`config.mk`:
```
export PLATFORM = sky130hd
export DESIGN_NAME = mem_lsu_stage
export DESIGN_NICKNAME = d
export VERILOG_FILES = /design/src/rtl/mem_lsu_pkg.sv /design/src/rtl/mem_lsu_stage_load_align.sv /design/src/rtl/mem_lsu_stage.sv
export SDC_FILE = /design/constraint.sdc
export NUM_CORES = 1
export LEC_CHECK = 0
export BUFFER_PORTS_ARGS = -buffer_cell sky130_fd_sc_hd__buf_4
export CORE_ASPECT_RATIO = 0.6
export CORE_MARGIN = 4
export CORE_UTILIZATION = 52
export CTS_BUF_LIST = sky130_fd_sc_hd__clkbuf_16
export CTS_CLUSTER_SIZE = 14
export DETAILED_ROUTE_END_ITERATION = 10
export GPL_ROUTABILITY_DRIVEN = 0
export MAX_ROUTING_LAYER = met4
export PLACE_DENSITY = 0.77
export SLEW_MARGIN = 20
export SYNTH_ARGS = -nofsm -noshare
export SYNTH_HDL_FRONTEND = slang
export SYNTH_SLANG_ARGS = --single-unit
```
`constraint.sdc`:
```
create_clock -name clk -period 10.08 [get_ports clk]
set_clock_uncertainty 0.1 [all_clocks]
set_input_delay 1.008 -clock clk [delete_from_list [all_inputs] [get_ports clk]]
set_output_delay 1.008 -clock clk [all_outputs]
set_load 0.005 [all_outputs]
```
`src/rtl/mem_lsu_pkg.sv`:
```
// Shared definitions for the MEM-stage load/store unit: funct3 codes, FSM state
// type and the byte-enable helper used when issuing a data-memory request.
package mem_lsu_pkg;

  localparam logic [2:0] F3_B  = 3'b000;
  localparam logic [2:0] F3_H  = 3'b001;
  localparam logic [2:0] F3_W  = 3'b010;
  localparam logic [2:0] F3_BU = 3'b100;
  localparam logic [2:0] F3_HU = 3'b101;

  typedef enum logic [1:0] {
    ST_IDLE = 2'd0,
    ST_REQ  = 2'd1,
    ST_WAIT = 2'd2,
    ST_DONE = 2'd3
  } lsu_state_t;

  // Half accesses look only at addr[1]; anything wider than a half is a full word.
  function automatic logic [3:0] be_for(input logic [2:0] funct3, input logic [1:0] addr);
    logic [3:0] be;
    case (funct3)
      F3_B, F3_BU: be = 4'b0001 << addr;
      F3_H, F3_HU: be = 4'b0011 << {addr[1], 1'b0};
      default:     be = 4'b1111;
    endcase
    return be;
  endfunction

endpackage

```
`src/rtl/mem_lsu_stage_load_align.sv`:
```
// Combinational load-data lane select with sign/zero extension (RV32I load funct3).
module lsu_load_align
  import mem_lsu_pkg::*;
(
  input  logic [2:0]  funct3_i,
  input  logic [1:0]  addr_lo_i,
  input  logic [31:0] rdata_i,
  output logic [31:0] data_o
);

  logic [7:0]  lane [4];
  logic [7:0]  byte_sel;
  logic [15:0] half_sel;

  genvar gi;
  generate
    for (gi = 0; gi < 4; gi++) begin : g_lane
      assign lane[gi] = rdata_i[8*gi +: 8];
    end
  endgenerate

  assign byte_sel = lane[addr_lo_i];
  assign half_sel = addr_lo_i[1] ? rdata_i[31:16] : rdata_i[15:0];

  always_comb begin
    case (funct3_i)
      F3_B:    data_o = {{24{byte_sel[7]}}, byte_sel};
      F3_BU:   data_o = {24'd0, byte_sel};
      F3_H:    data_o = {{16{half_sel[15]}}, half_sel};
      F3_HU:   data_o = {16'd0, half_sel};
      default: data_o = rdata_i;
    endcase
  end

endmodule

```
`src/rtl/mem_lsu_stage.sv`:
```
// MEM-stage load/store unit: issues data-memory accesses, stalls upstream while one is
// outstanding, registers results toward MEM/WB. MISALIGN_TRAP_EN adds misaligned-access trapping.
module mem_lsu_stage
  import mem_lsu_pkg::*;
#(
  parameter int TIMEOUT_CYC = 255,
  parameter int CNT_W       = 8
) (
  input  logic        clk,
  input  logic        rst,
  input  logic        in_valid,
  input  logic        in_load,
  input  logic        in_store,
  input  logic [2:0]  in_funct3,
  input  logic [31:0] in_addr,
  input  logic [31:0] in_wdata,
  input  logic        in_we,
  input  logic [4:0]  in_rd,
  input  logic [31:0] in_pc,
  output logic        stall,
  output logic        out_valid,
  output logic        mem_we,
  output logic [4:0]  mem_rd,
  output logic [31:0] mem_pc,
  output logic [31:0] mem_ALU_out,
  output logic [31:0] mem_DataB,
  output logic        bus_err,
  output logic        dm_req,
  output logic        dm_wen,
  output logic [3:0]  dm_be,
  output logic [31:0] dm_addr,
  output logic [31:0] dm_wdata,
  input  logic        dm_ready,
  input  logic        dm_rvalid,
  input  logic [31:0] dm_rdata
`ifdef MISALIGN_TRAP_EN
  ,
  output logic        misalign
`endif
);

  localparam logic [CNT_W-1:0] TO_LAST = CNT_W'(TIMEOUT_CYC - 1);

  lsu_state_t state_q, state_d;
  logic [CNT_W-1:0] cnt_q, cnt_d;

  // Operands latched for the duration of the access
  logic        is_load_q, is_load_d;
  logic        we_l_q, we_l_d;
  logic [4:0]  rd_l_q, rd_l_d;
  logic [31:0] pc_l_q, pc_l_d;
  logic [31:0] addr_l_q, addr_l_d;
  logic [2:0]  f3_q, f3_d;
  logic [3:0]  be_q, be_d;
  logic [31:0] wdata_q, wdata_d;
  logic [31:0] data_q, data_d;
  logic        err_q, err_d;

  // MEM/WB-facing output registers
  logic        valid_q, valid_d;
  logic        we_q, we_d;
  logic [4:0]  rd_q, rd_d;
  logic [31:0] pc_q, pc_d;
  logic [31:0] alu_q, alu_d;
  logic [31:0] datab_q, datab_d;
  logic        berr_q, berr_d;
`ifdef MISALIGN_TRAP_EN
  logic        mis_q, mis_d;
`endif

  logic        memop, mis_op, access, to_hit, st_only;
  logic [31:0] aligned;
  logic [31:0] wdata_rep;

  assign memop   = in_valid & (in_load | in_store);
  assign st_only = in_store & ~in_load;

`ifdef MISALIGN_TRAP_EN
  assign mis_op = memop & (((in_funct3[1:0] == 2'b01) & in_addr[0]) |
                           ((in_funct3 == F3_W) & (in_addr[1:0] != 2'b00)));
`else
  assign mis_op = 1'b0;
`endif

  assign access = memop & ~mis_op;
  // Held in reset, the stage must not freeze the pipeline on a stale instruction.
  assign stall  = ~rst & access & (state_q != ST_DONE);
  assign to_hit = (TIMEOUT_CYC != 0) && (cnt_q == TO_LAST);

  always_comb begin
    case (in_funct3)
      F3_B:    wdata_rep = {4{in_wdata[7:0]}};
      F3_H:    wdata_rep = {2{in_wdata[15:0]}};
      default: wdata_rep = in_wdata;
    endcase
  end

  lsu_load_align u_align (
    .funct3_i  (f3_q),
    .addr_lo_i (addr_l_q[1:0]),
    .rdata_i   (dm_rdata),
    .data_o    (aligned)
  );

  always_comb begin
    state_d   = state_q;
    cnt_d     = cnt_q;
    is_load_d = is_load_q;
    we_l_d    = we_l_q;
    rd_l_d    = rd_l_q;
    pc_l_d    = pc_l_q;
    addr_l_d  = addr_l_q;
    f3_d      = f3_q;
    be_d      = be_q;
    wdata_d   = wdata_q;
    data_d    = data_q;
    err_d     = err_q;
    case (state_q)
      ST_IDLE: begin
        if (access) begin
          is_load_d = in_load;
          we_l_d    = in_we;
          rd_l_d    = in_rd;
          pc_l_d    = in_pc;
          addr_l_d  = in_addr;
          f3_d      = in_funct3;
          be_d      = (st_only & in_funct3[2]) ? 4'b1111 : be_for(in_funct3, in_addr[1:0]);
          wdata_d   = wdata_rep;
          data_d    = 32'd0;
          err_d     = 1'b0;
          cnt_d     = '0;
          state_d   = ST_REQ;
        end
      end
      ST_REQ: begin
        cnt_d = cnt_q + 1'b1;
        if (dm_ready) begin
          if (!is_load_q) begin
            state_d = ST_DONE;
          end else if (dm_rvalid) begin
            data_d  = aligned;
            state_d = ST_DONE;
          end else begin
            state_d = ST_WAIT;
          end
        end else if (to_hit) begin
          err_d   = 1'b1;
          state_d = ST_DONE;
        end
      end
      ST_WAIT: begin
        cnt_d = cnt_q + 1'b1;
        if (dm_rvalid) begin
          data_d  = aligned;
          state_d = ST_DONE;
        end else if (to_hit) begin
          err_d   = 1'b1;
          state_d = ST_DONE;
        end
      end
      default: state_d = ST_IDLE;
    endcase
  end

  always_comb begin
    valid_d = 1'b0;
    we_d    = 1'b0;
    rd_d    = 5'd0;
    pc_d    = 32'd0;
    alu_d   = 32'd0;
    datab_d = 32'd0;
    berr_d  = 1'b0;
`ifdef MISALIGN_TRAP_EN
    mis_d   = 1'b0;
`endif
    if (state_q == ST_DONE) begin
      valid_d = 1'b1;
      we_d    = is_load_q & we_l_q & ~err_q;
      rd_d    = rd_l_q;
      pc_d    = pc_l_q;
      alu_d   = addr_l_q;
      datab_d = (is_load_q & ~err_q) ? data_q : 32'd0;
      berr_d  = err_q;
    end else if (state_q == ST_IDLE && !stall) begin
      // Non-memory instruction (or trapped misaligned access) passes straight through.
      valid_d = in_valid;
      we_d    = in_valid & in_we & ~mis_op;
      rd_d    = in_rd;
      pc_d    = in_pc;
      alu_d   = in_addr;
`ifdef MISALIGN_TRAP_EN
      mis_d   = mis_op;
`endif
    end
  end

  always_ff @(posedge clk or posedge rst) begin
    if (rst) begin
      state_q   <= ST_IDLE;
      cnt_q     <= '0;
      is_load_q <= 1'b0;
      we_l_q    <= 1'b0;
      rd_l_q    <= 5'd0;
      pc_l_q    <= 32'd0;
      addr_l_q  <= 32'd0;
      f3_q      <= 3'd0;
      be_q      <= 4'd0;
      wdata_q   <= 32'd0;
      data_q    <= 32'd0;
      err_q     <= 1'b0;
      valid_q   <= 1'b0;
      we_q      <= 1'b0;
      rd_q      <= 5'd0;
      pc_q      <= 32'd0;
      alu_q     <= 32'd0;
      datab_q   <= 32'd0;
      berr_q    <= 1'b0;
`ifdef MISALIGN_TRAP_EN
      mis_q     <= 1'b0;
`endif
    end else begin
      state_q   <= state_d;
      cnt_q     <= cnt_d;
      is_load_q <= is_load_d;
      we_l_q    <= we_l_d;
      rd_l_q    <= rd_l_d;
      pc_l_q    <= pc_l_d;
      addr_l_q  <= addr_l_d;
      f3_q      <= f3_d;
      be_q      <= be_d;
      wdata_q   <= wdata_d;
      data_q    <= data_d;
      err_q     <= err_d;
      valid_q   <= valid_d;
      we_q      <= we_d;
      rd_q      <= rd_d;
      pc_q      <= pc_d;
      alu_q     <= alu_d;
      datab_q   <= datab_d;
      berr_q    <= berr_d;
`ifdef MISALIGN_TRAP_EN
      mis_q     <= mis_d;
`endif
    end
  end

  // Bus outputs derive from the state register so reset drops the request at once.
  assign dm_req   = (state_q == ST_REQ);
  assign dm_wen   = dm_req & ~is_load_q;
  assign dm_be    = dm_req ? be_q : 4'd0;
  assign dm_addr  = dm_req ? {addr_l_q[31:2], 2'b00} : 32'd0;
  assign dm_wdata = dm_req ? wdata_q : 32'd0;

  assign out_valid   = valid_q;
  assign mem_we      = we_q;
  assign mem_rd      = rd_q;
  assign mem_pc      = pc_q;
  assign mem_ALU_out = alu_q;
  assign mem_DataB   = datab_q;
  assign bus_err     = berr_q;
`ifdef MISALIGN_TRAP_EN
  assign misalign    = mis_q;
`endif

endmodule
```
==> out/metrics.yaml, run 1 <==
final_cells: 1662
avgSynthCellArea_sq_um: 10.3
diodes: 0
clk_pin_slew_worst_paths_ns: 0.07
stdcell_area_sq_um: 14400
layout_setup_ws_ns: 6.79
grt_pass1_vias: 8952
post_cts_resized: 0
cp_common_cell: "buf_4"
ir_worst_vdd_v: 0.000161
synthFlopType: "dfrtp_1"
final_core_util_pct: 68.6
relSlewSlack_pct: 33.4
drt-total-wl_mm: 32.0
path_buf_inv: 3
crit_slowest_cell: "buf_4"
maxCapViolCount: 0
die_h_um: 121
critPathCaptureType: "primary output"
grt_max_degree: 109
synth_edf_count: 0
cts_buffer_depth: 3
htreeDepth: 1
yosysWarnings: 0
fin_nets: 1516
ys_seq_elements: 257
synth-seq-area-share_pct: 57.9
worst_pin_slew_ns: 0.993
crit_chain: "inv_1 > ha_2 > buf_4 > nor2b_1 > buf_4"
tritoncts: "done"
overflow: 0
dr.pass1.iters: 5
die_w_um: 197
rsz0062_at_grt: "false"
period_minus_slack_ns: 3.29
grt_usage_pct: 26.6
viasPerCell: 5.43
std_cell_rows: 41
worst_setup_path_start_kind: "flop"
clock-root-buffer: "clkbuf_16"
via_count: 9020
core_sq_um: 21000
crit_arrival_ns: 2.18
clock_latency_ns: 0.51
netlist_area_sq_um: 11100
p_leak_nw: 7.46
dieArea_sq_um: 23800
grt_antenna_before_repair: 0
dpl.cell_count: 1619
crit_family: "buffers and inverters"
finalSetupViolCount: 0
io_pins: 319
worstPathRequired_ns: 8.97
tns_ns: 0
r2r_slack_ns: 7.15
clock-sinks: 257
max_stage_delay_ns: 0.52
hold_violations: 0
power_mw: 3.98
fin_crit_sh_pct: 32.7
yosysUniqueCellTypes: 58
synth_cells: 1084
start_util_pct: 53.0
p_per_area_nw_per_um2: 276
ant_nets: 0
outcome: "completed"
nFillCells: 1595
hpwlAfterDp_mm: 22.1
cts_setup_buffers: 0
async_flop_share_pct: 100
min_path_type: "flop to flop"
holdWs_ns: 0.374
clock.fmax_mhz: 304
dpl-instance-area_sq_um: 13600
drtIter0Drc: 661
dp_slack_ns: 6.99
regArea_sq_um: 6430
ctsHoldBuffers: 0
wl_per_cell_um: 19.2
grt_pass1_wl_mm: 49.3
drive_gt1_share_pct: 27.4
portBuffers: 316
area_growth_syn_to_layout_pct: 29.5
path_class: "flop to primary output"
drc: 0
worstPathMaxFanout: 74
cts_made_buffers: 24
slew_viol_final: 0
multi_input_comb_area_sq_um: 4360
[report_power, final]
part	switching, mW	leakage [nW]	internal (mW)
logic	0.812	3.73	0.659
clock network	0.380	0.395	0.497
registers	0.230	3.33	1.40
[routing by layer]
| layer | up-vias | GRT usage, % | part of all wire (%) |
|---|---|---|---|
| li1 | 4214 | - | - |
| met3 | 44 | 7.46 | 8.6 |
| met4 | 0 | 5.84 | 2.2 |
| met2 | 324 | 38.4 | 45 |
| met5 | - | - | 0 |
| met1 | 4438 | 38.2 | 45 |
[registers in the layout, summed over array words and instances, names as in the netlist, 4 cells and up]
name / count
cnt_q: 8
addr_l_q: 32
mem_pc: 32
mem_rd: 5
rd_l_q: 5
mem_ALU_out: 32
mem_DataB: 32
wdata_q: 32
data_q: 32
pc_l_q: 32
be_q: 4
[worst paths after layout]
check / startpoint / endpoint / cells past startpoint
setup / recovery: state_q[1] / dm_wen / 5
hold reg to reg: wdata_q[0] / wdata_q[0] / 2
min in group asynchronous: rst / mem_rd[0] / 2
max in group asynchronous: rst / mem_pc[25] / 3
setup reg to reg: f3_q[1] / data_q[0] / 4
hold / removal: wdata_q[0] / wdata_q[0] / 2
[cell usage after synthesis (6+ instances only)]
cell / count / area [sq um]
o31ai_1: 6 / 45.0
clkbuf_1: 37 / 139
nand2_1: 312 / 1170
a32o_1: 7 / 70.1
buf_2: 26 / 130
and2_1: 104 / 651
mux2i_1: 47 / 470
nor3_1: 6 / 30.0
dfrtp_1: 257 / 6430
o21ai_1: 16 / 80.1
o211ai_1: 9 / 67.6
a22o_1: 68 / 596
inv_1: 9 / 33.8
o21ai_0: 71 / 355
nand2b_1: 7 / 43.8
nand3_1: 6 / 30.0
ha_1: 6 / 75.1
nor2_1: 17 / 63.8
[worst register-to-register path: cells and delay by family (launching register included)]
family                 cells  cell delay [ns]
AOI/OAI and AO/OA          2             0.48
buffers and inverters      1             0.94
and+or+nand+nor            1             0.65
DFF                        1             0.65
[placed cells by master (no fill, tap or decap), types with 5 or more instances in the layout]
master	count
clkinv_1	6
inv_1	16
and2_1	104
nand2_1	311
nand2b_1	7
a21oi_1	5
a221o_1	5
nor2_1	16
o211ai_1	9
nor3_1	6
buf_4	324
dfrtp_1	257
mux2i_1	47
a32o_1	7
a22o_1	68
nand3_1	6
o31ai_1	6
o21ai_1	16
o2bb2ai_1	5
o21ai_0	71
clkbuf_16	25
[logic make-up after synthesis]
kind of cell / Yosys count / synth area share, %
adder cells (fa/ha/maj): 6 / 0.676
other: 1 / 0.0337
multiplexers: 49 / 4.44
buffers and inverters: 82 / 3.33
AO/OA/AOI/OAI: 214 / 14.1
XOR/XNOR: 1 / 0.0788
AND/OR/NAND/NOR: 474 / 19.4
flip-flops: 257 / 57.9
[area by class of cell]
class | count | area share, %
flip-flops and latches | 257 | 44.7
multi-input cells | 746 | 30.3
repair buffers | 325 | 17.0
clock buffers | 25 | 4.35
well taps | 279 | 2.43
clock inverters | 18 | 0.878
inverters | 12 | 0.365
No activity file was read; power rests on OpenSTA's default activity.
==> inputs of run 2 (changes only) <==
clock period = 3.2 ns   (was 10.08 ns; I/O delays follow)
==> run 2 against run 1 <==
  * Register-to-register slack got worse by 6.4 ns
  * Die area is the same
  * Global-route usage grew 1.4 points
  * Via count grew 6.6%
  * Non-clock buffer count up 98
  * Largest cell class unchanged
==> out/metrics.yaml, run 2 (synthesis results as in run 1) <==
ir_worst_vdd_v: 0.000483  # +200%
critPathCaptureType: "primary output"
maxCapViolCount: 0  # unchanged
io_pins: 319  # unchanged
dr.pass1.iters: 6  # +1
overflow: 0  # unchanged
htreeDepth: 1  # unchanged
drc: 0  # unchanged
clock-root-buffer: "clkbuf_16"
tritoncts: "done"
power_mw: 12.8  # +220%
stdcell_area_sq_um: 15400  # +7.1%
p_leak_nw: 7.88  # +5.6%
grt_max_degree: 150  # +38%
start_util_pct: 53.0  # unchanged
nFillCells: 1476  # -7.5%
drt-total-wl_mm: 33.2  # +4.0%
cts_setup_buffers: 0  # unchanged
hold_violations: 0  # unchanged
portBuffers: 316  # unchanged
cts_made_buffers: 25  # +4.2%
grt_pass1_vias: 9771  # +9.1%
cts_buffer_depth: 3  # unchanged
clock_latency_ns: 0.51  # about the same
dieArea_sq_um: 23800  # unchanged
ant_nets: 0  # unchanged
std_cell_rows: 41  # unchanged
fin_nets: 1615  # +6.5%
fin_crit_sh_pct: 81.5
holdWs_ns: 0.00395  # -0.370 ns
crit_arrival_ns: 2.19  # about the same
rsz0062_at_grt: "false"
dpl-instance-area_sq_um: 13700  # +0.67%
outcome: "completed"
mostFrequentLayoutCells: "buf_4 (327), nand2_1 (311), dfrtp_1 (257), and2_1 (104), dlygate4sd3_1 (92)"
area_growth_syn_to_layout_pct: 38.6
clock-sinks: 257  # unchanged
path_class: "flop to primary output"
p_per_area_nw_per_um2: 830  # +200%
drive_gt1_share_pct: 26.2  # -1.2 points
worst_setup_path_start_kind: "flop"
slew_viol_final: 0  # unchanged
relSlewSlack_pct: 42.0  # +8.6 points
via_count: 9618  # +6.6%
hpwlAfterDp_mm: 22.0  # -0.67%
grt_usage_pct: 28.0  # +1.4 points
core_sq_um: 21000  # unchanged
clk_pin_slew_worst_paths_ns: 0.06  # about the same
layout_commonest_cell: "buf_4"
wl_per_cell_um: 18.9  # -1.7%
clock.fmax_mhz: 384
min_path_type: "input pin to flop"
worstPathMaxFanout: 73  # -1.4%
grt_pass1_wl_mm: 52.0  # +5.4%
die_w_um: 197  # unchanged
period_minus_slack_ns: 2.61
die_h_um: 121  # unchanged
viasPerCell: 5.47  # +0.75%
worstPathRequired_ns: 2.78  # -6.19 ns
finalSetupViolCount: 0  # unchanged
dpl.cell_count: 1625  # +0.37%
worst_pin_slew_ns: 0.870  # -0.122 ns
drtIter0Drc: 784  # +19%
final_cells: 1759  # +5.8%
grt_antenna_before_repair: 1  # +1
[run 2: layout make-up]
| class | instances | area, sq um | share of cell area, % |
|---|---|---|---|
| Sequential cell | 257 | 6430 | 41.7 |
| Tap cell | 279 | 349 | 2.27 |
| Inverter | 12 | 48.8 | 0.317 |
| Timing Repair Buffer | 423 | 3460 | 22.4 |
| Antenna cell | 1 | 2.50 | 0.0162 |
| Clock inverter | 16 | 146 | 0.950 |
| Multi-Input combinational cell | 746 | 4350 | 28.2 |
| Clock buffer | 25 | 626 | 4.06 |
[run 2: path summary, 6_finish.rpt]
path                       cells after the start  slack (ns)    startpoint             end
min in group asynchronous                      3        0.04           rst  mem_ALU_out[1]
min reg2reg                                    2        0.37   wdata_q[24]     wdata_q[24]
max in group asynchronous                      3        2.42           rst      pc_l_q[14]
min                                            3       0.004  in_wdata[18]     wdata_q[18]
max reg2reg                                    7        0.72    state_q[1]      data_q[14]
max                                            5        0.59    state_q[1]          dm_wen
[run 2: repair_timing]
action / in CTS / in global routing
hold endpoints to repair: 162 / 0
hold buffers: 92 / 0
gates resized for setup: 0 / 0
[run 2: routing by layer]
layer	GRT usage [%]	share of wire (%)	up-vias
li1	-	-	4419
met1	38.6	43	4696
met2	41.7	46	425
met3	6.94	8.2	78
met4	8.40	3.2	0
met5	-	0	-
[run 2: power by group]
| part | leakage [nW] | switching (mW) | internal [mW] |
|---|---|---|---|
| Clock | 0.392 | 1.21 | 1.65 |
| Sequential | 3.33 | 0.726 | 4.41 |
| Combinational | 4.15 | 2.60 | 2.20 |
[run 2: through the flow]
| stage | utilization [%] | TNS [ns] | setup slack (ns) |
|---|---|---|---|
| after global routing | 73.4 | 0 | 0.496 |
| after global placement | 65.3 | 0 | 0.822 |
| final | 73.4 | 0 | 0.594 |
| after CTS | 73.4 | 0 | 0.567 |
| after detailed placement | 65.3 | 0 | 0.774 |
| after floorplan | - | -304.46 | -2.07 |
[run 2: worst max-delay path, stage by stage (launching register included)]
cell	delay (ns)
dfrtp_1	0.40
inv_1	0.12
ha_2	0.20
buf_4	0.53
nor2b_1	0.29
buf_4	0.15
